**src/rtl/uart_rx_byte.sv**
```systemverilog
// rtl/uart_rx_byte.sv - oversampling 8N1 UART receiver with optional parity and stretched Rx_VALID
module uart_rx_byte #(
  parameter int CLKS_PER_BIT = 434,
  parameter int PARITY_EN    = 0,
  parameter int PARITY_ODD   = 0,
  parameter int VALID_CYCLES = 2
) (
  input  logic       clk,
  input  logic       reset,
  input  logic       Rx_serial,
  output logic [7:0] Rx_DATA,
  output logic       Rx_VALID,
  output logic       Rx_ERROR,
  output logic       Rx_BUSY
);

  localparam int CW = $clog2(CLKS_PER_BIT);
  localparam int VW = $clog2(VALID_CYCLES + 1);
  localparam logic [CW-1:0] CNT_LAST = CW'(CLKS_PER_BIT - 1);
  localparam logic [CW-1:0] CNT_HALF = CW'(CLKS_PER_BIT / 2 - 1);
  localparam logic [VW-1:0] VALID_LEN = VW'(VALID_CYCLES);

  typedef enum logic [2:0] {
    S_IDLE, S_START, S_DATA, S_PARITY, S_STOP, S_BREAK
  } state_t;

  state_t        state_q, state_d;
  logic          rx_meta_q, rx_meta_d;
  logic          rx_s_q, rx_s_d;
  logic [CW-1:0] cnt_q, cnt_d;
  logic [2:0]    bit_idx_q, bit_idx_d;
  logic [7:0]    shift_q, shift_d;
  logic          par_err_q, par_err_d;
  logic [7:0]    data_q, data_d;
  logic [VW-1:0] valid_cnt_q, valid_cnt_d;
  logic          err_q, err_d;
  logic          bit_end;

  assign bit_end = (cnt_q == CNT_LAST);

  always_comb begin
    state_d     = state_q;
    rx_meta_d   = Rx_serial;
    rx_s_d      = rx_meta_q;
    cnt_d       = bit_end ? '0 : cnt_q + CW'(1);
    bit_idx_d   = bit_idx_q;
    shift_d     = shift_q;
    par_err_d   = par_err_q;
    data_d      = data_q;
    err_d       = 1'b0;
    valid_cnt_d = (valid_cnt_q != '0) ? valid_cnt_q - VW'(1) : '0;

    case (state_q)
      S_IDLE: begin
        cnt_d = '0;
        if (!rx_s_q) state_d = S_START;
      end
      S_START: begin
        // Re-check the start bit at its centre so short glitches are dropped silently.
        if (cnt_q == CNT_HALF) begin
          cnt_d     = '0;
          bit_idx_d = 3'd0;
          par_err_d = 1'b0;
          state_d   = rx_s_q ? S_IDLE : S_DATA;
        end
      end
      S_DATA: begin
        if (bit_end) begin
          shift_d   = {rx_s_q, shift_q[7:1]};
          bit_idx_d = bit_idx_q + 3'd1;
          if (bit_idx_q == 3'd7) state_d = (PARITY_EN != 0) ? S_PARITY : S_STOP;
        end
      end
      S_PARITY: begin
        if (bit_end) begin
          par_err_d = rx_s_q ^ (^shift_q) ^ (PARITY_ODD != 0);
          state_d   = S_STOP;
        end
      end
      S_STOP: begin
        if (bit_end) begin
          if (!rx_s_q) begin
            err_d   = 1'b1;
            state_d = S_BREAK;
          end else if (par_err_q) begin
            err_d   = 1'b1;
            state_d = S_IDLE;
          end else begin
            data_d      = shift_q;
            valid_cnt_d = VALID_LEN;
            state_d     = S_IDLE;
          end
        end
      end
      S_BREAK: begin
        // Hold off until the line is released so a stuck-low line cannot spawn frames.
        cnt_d = '0;
        if (rx_s_q) state_d = S_IDLE;
      end
      default: begin
        cnt_d   = '0;
        state_d = S_IDLE;
      end
    endcase
  end

  always_ff @(posedge clk) begin
    if (reset) begin
      state_q     <= S_IDLE;
      rx_meta_q   <= 1'b1;
      rx_s_q      <= 1'b1;
      cnt_q       <= '0;
      bit_idx_q   <= 3'd0;
      shift_q     <= 8'h00;
      par_err_q   <= 1'b0;
      data_q      <= 8'h00;
      valid_cnt_q <= '0;
      err_q       <= 1'b0;
    end else begin
      state_q     <= state_d;
      rx_meta_q   <= rx_meta_d;
      rx_s_q      <= rx_s_d;
      cnt_q       <= cnt_d;
      bit_idx_q   <= bit_idx_d;
      shift_q     <= shift_d;
      par_err_q   <= par_err_d;
      data_q      <= data_d;
      valid_cnt_q <= valid_cnt_d;
      err_q       <= err_d;
    end
  end

  assign Rx_DATA  = data_q;
  assign Rx_VALID = (valid_cnt_q != '0);
  assign Rx_ERROR = err_q;
  assign Rx_BUSY  = (state_q != S_IDLE);

endmodule

```
**config.mk**
```make
export PLATFORM = sky130hd
export DESIGN_NAME = uart_rx_byte
export DESIGN_NICKNAME = d
export VERILOG_FILES = /design/src/rtl/uart_rx_byte.sv
export SDC_FILE = /design/constraint.sdc
export NUM_CORES = 1
export LEC_CHECK = 0
export CORE_ASPECT_RATIO = 0.5
export CORE_UTILIZATION = 34
export DETAILED_ROUTE_END_ITERATION = 6
export GPL_TIMING_DRIVEN = 0
export PLACE_DENSITY = 0.5
export SLEW_MARGIN = 20
export SYNTH_ARGS = -nofsm -noshare
export SYNTH_HDL_FRONTEND = slang
export SYNTH_SLANG_ARGS = --single-unit
export TNS_END_PERCENT = 10
```
**constraint.sdc**
```tcl
create_clock -name clk -period 3.8 [get_ports clk]
set_clock_uncertainty 0.2 [all_clocks]
set_input_delay 0.57 -clock clk [delete_from_list [all_inputs] [get_ports clk]]
set_output_delay 0.57 -clock clk [all_outputs]
set_load 0.02 [all_outputs]
```
# After elaboration in Yosys (flattened, before gate mapping)
# Index checks and enable logic that the tools add are counted.
# classes
n_addsub,3
eq_ne,15
n_mux,26
bitwise,4
n_reduce_logical,13
# op_table
op,n
two-way mux 3 bit,10
two-way mux 9 bit,2
one-hot mux 3 bit (6 select lines),1
one-hot mux 9 bit (2 select lines),1
"!= test 2 bit, second input constant",7
two-way mux 2 bit,6
"adder 9 x 1 -> 9 bit, second input constant",1
"equality test 3 bit, second input constant",3
"equality test 9 x 8 -> 1 bit, second input constant",1
"equality test 9 bit, second input constant",1
parity 8 bit,1
AND reduction 7 bit,1
"equality test 3 x 2 -> 1 bit, second input constant",2
one-hot mux 3 bit (2 select lines),1
AND reduction 3 bit,2
nonzero test 2 bit,3
OR reduction 3 bit,2
two-way mux 1 bit,4
AND reduction 4 bit,1
"adder 3 x 1 -> 3 bit, second input constant",1
"equality test 3 x 1 -> 1 bit, second input constant",1
zero test 3 bit,1
NOT 1 bit,3
nonzero test 3 bit,1
4 further kinds,4
# totals
regBits,37
inputBits,3
out_inout_bits,11
elab_cells,71

# Depth between registers and ports, before layout
# depth
depth_word,6
mapped_depth,8
ltp_nobuf,7

# Worst setup path before layout
# Ideal clock, no wire load.
# synth_timing
kind,register to register
from,reg cnt_q[1]
to,reg state_q[0]
setup_time_ps,70
arrival_time_ps,1505
required_time_ps,3530
slack_ps,2024
stages_incl_launch_ff,8
n_path_buf,0
synth_period_minus_slack_ps,1776
path_cell_list,dfxtp_1 -> inv_1 -> ha_1 -> nand4b_2 -> o22ai_2 -> o311ai_1 -> or4_1 -> a21oi_1
# synth_via
elab_chain_cells,3
word_cells_on_any_way,7
classes_between,6 x eq/ne; 1 x reduce/logical
# synth_rtl
item,line,source
"start, declared",30,"logic [CW-1:0] cnt_q, cnt_d;"
"start signal, assigned",123,cnt_q <= cnt_d;
equality test 9 x 8 -> 1 bit / equality test 9 bit (equally long branches),"60, 39",
!= test 2 bit (no line),n/a,
AND reduction 7 bit (no line) *,n/a,
"end signal, assigned",120,state_q <= state_d;
"end, declared",27,"state_t state_q, state_d;"
# Every way passes the cells marked *; elsewhere a longest branch is shown, timed or not.
# A chain may end at the register's enable or synchronous reset.

# Worst setup path in the final report
# layout_timing
from,reg state_q[0]
to,out Rx_BUSY
# layout_via
elab_chain_cells,1
# layout_rtl
item,line,source
nonzero test 3 bit,136,assign Rx_BUSY = (state_q != S_IDLE);
"end, declared",14,output logic Rx_BUSY
# No other way between the ends.

==> flow_metrics.tcl <==
set metrics [dict create \
    outcome "complete, no violations" \
    n_antenna_cell 0 \
    yosysWarnings 0 \
    ys_ff_latch 37 \
    ys_seq_area_frac 0.444 \
    routed_wirelength_um 3190 \
    numCtsBuffers 5 \
    cts_num_sinks 37 \
    crit_chain "buf_2 -> inv_1 -> nand3_1 -> clkdlybuf4s50_1" \
    ff2ff_setup_slack_ps 1760 \
    std_cell_rows 17 \
    firstDrtPassIters 4 \
    slew_headroom 0.666 \
    antenna_found_initial 0 \
    worstSetupStartpointType "flip-flop" \
    clk-insertion-delay-late_ps 280 \
    cts_root_buf "clkbuf_8" \
    h-tree-depth 2 \
    yosysUniqueCellTypes 40 \
    worstPathRequired_ps 3030 \
    design_area_um2 2000 \
    syn-num-nets 193 \
    fin_util 0.438 \
    synth_area_leaders "dfxtp_1 (44%), mux2i_1 (5.4%), nand2_1 (5.4%)" \
    powerDensity_nw_per_um2 381 \
    cp_max_fo 10 \
    grtUsageTotal 0.147 \
    hold_buffers 0 \
    ios 14 \
    min-delay-path-class "flip-flop to flip-flop" \
    pre_cts_slack_ps 1490 \
    slowest_stage "clkdlybuf4s50_1" \
    drv_cap 0 \
    clk_pin_slew_ps 80 \
    cp.arrival_ps 1640 \
    gp_congestion 0.915 \
    fin_crit_sh 0.634 \
    postPlaceCellArea_um2 1880 \
    p_leak_nw 0.754 \
    clock_path_buffers 2 \
    fmax_ghz 0.415 \
    endpoint_kind "output port" \
    drive_above_1_share 0.0971 \
    die_y_um 51.5 \
    setup_violations 0 \
    synth_area_per_cell_um2 9.01 \
    synth_top_area_share 0.444 \
    synth_ff_type "dfxtp_1" \
    min_period_ps 2410 \
    multiInputGateArea_um2 862 \
    rsz0062_at_grt "false" \
    finalHoldViolCount 0 \
    async_flop_share 0 \
    dr.first_iter.drc_count 52 \
    synth-edff-count 0 \
    finalSetupTns_ps 0 \
    post-cts-setup-buffers 0 \
    path_delay_family "buffers and inverters" \
    maxSlewViolCount 0 \
    cts_tree "yes" \
    synth_area_um2 1670 \
    path_class "flip-flop to output port" \
    regArea_um2 741 \
    syn_to_final_growth_pct 19.7 \
    synthCells 185 \
    wl_per_cell_um 11.7 \
    dpl.hpwl_um 2260 \
    grt_pass1_vias 1251 \
    num-nets-final 213 \
    start_util 0.366 \
    route.detailed.drc 0 \
    worst_pin_slew_ps 501 \
    critPathMaxStageDelay_ps 600 \
    grt_pass1_wl_um 5740 \
    vias 1275 \
    final_common_cell "dfxtp_1" \
    die-area_um2 5200 \
    via_per_inst 4.69 \
    drtAntennaViolNets 0 \
    fin_hold_ws_ps 231 \
    fin_ws_ps 1390 \
    nFillCells 498 \
    layout_common_cells "dfxtp_1 (37), nand2_1 (24), nor2_1 (23)" \
    grt_overflow 0 \
    path_buf_inv 3 \
    grt_max_degree 12 \
    core_area_um2 4550 \
    numPortBuffers 13 \
    synth_top_area_cell "dfxtp_1" \
    dieWidth_um 101 \
    post_cts_resized 0 \
    peakVddDrop_mv 0.126 \
]
[cell families after synthesis]
group / Yosys count / share of synthesized area
xor gates and xnor gates: 14 / 0.0818
AOI/OAI and AO/OA: 23 / 0.0901
DFF: 37 / 0.444
buffers and inverters: 15 / 0.0383
muxes: 9 / 0.0541
and+or+nand+nor: 82 / 0.254
adders and majority gates: 5 / 0.0375
[layout make-up]
type,count,area share
Multi-Input combinational cell,133,0.432
Inverter,7,0.0132
Clock buffer,7,0.0433
Clock inverter,1,0.0150
Tap cell,66,0.0414
Timing Repair Buffer,13,0.0652
Sequential cell,37,0.371
Buffer,8,0.0188
[worst paths after layout]
kind | from | depth (start not counted) | to
setup / recovery | state_q[0] | 4 | Rx_BUSY
hold / removal | rx_meta_q | 1 | rx_s_q
setup reg to reg | cnt_q[1] | 8 | shift_q[1]
hold reg to reg | rx_meta_q | 1 | rx_s_q
[registers in the layout (all words and copies together) (netlist names)]
signal and flops:
valid_cnt_q 2, Rx_DATA 8, rx_meta_q 1, bit_idx_q 3, Rx_ERROR 1, state_q 3, cnt_q 9, rx_s_q 1
par_err_q 1, shift_q 8
[worst reg2reg max path, delay by kind of cell (launching register included)]
family	cells	cell delay [ps]
flops	1	330
simple gates	4	830
fa+ha+maj	1	170
compound gates	1	130
buf+inv	2	310
[cells in the mapped netlist, types with 3 or more instances]
library cell,number
xor2_1,4
ha_1,5
dfxtp_1,37
xnor2_1,9
nor2_1,23
buf_2,3
nand3_1,5
or2_2,3
nor3_1,7
mux2i_1,9
inv_1,6
clkbuf_1,4
a21oi_1,11
nand2_1,24
nor2b_1,3
[report_power, final]
| group | switching [W] | internal [W] |
|---|---|---|
| logic | 0.0000101 | 0.00000615 |
| clock network | 0.000140 | 0.000214 |
| registers | 0.000000357 | 0.000389 |
| total | 0.000151 | 0.000609 |
[per-layer routing]
layer	share of wire	track usage
met1	0.53	0.189
met2	0.43	0.229
met3	0.033	0.0497
met4	0.0038	0.0556
met5	0	0
[metrics by stage]
step / std cells / power [W]
final: 272 / 0.000760
after global routing: 272 / 0.000796
after CTS: 272 / 0.000770
after detailed placement: 264 / 0.000414
after global placement: 264 / 0.000414
after floorplan: 185 / 0.000408
Power figures use the tool's default switching activity.
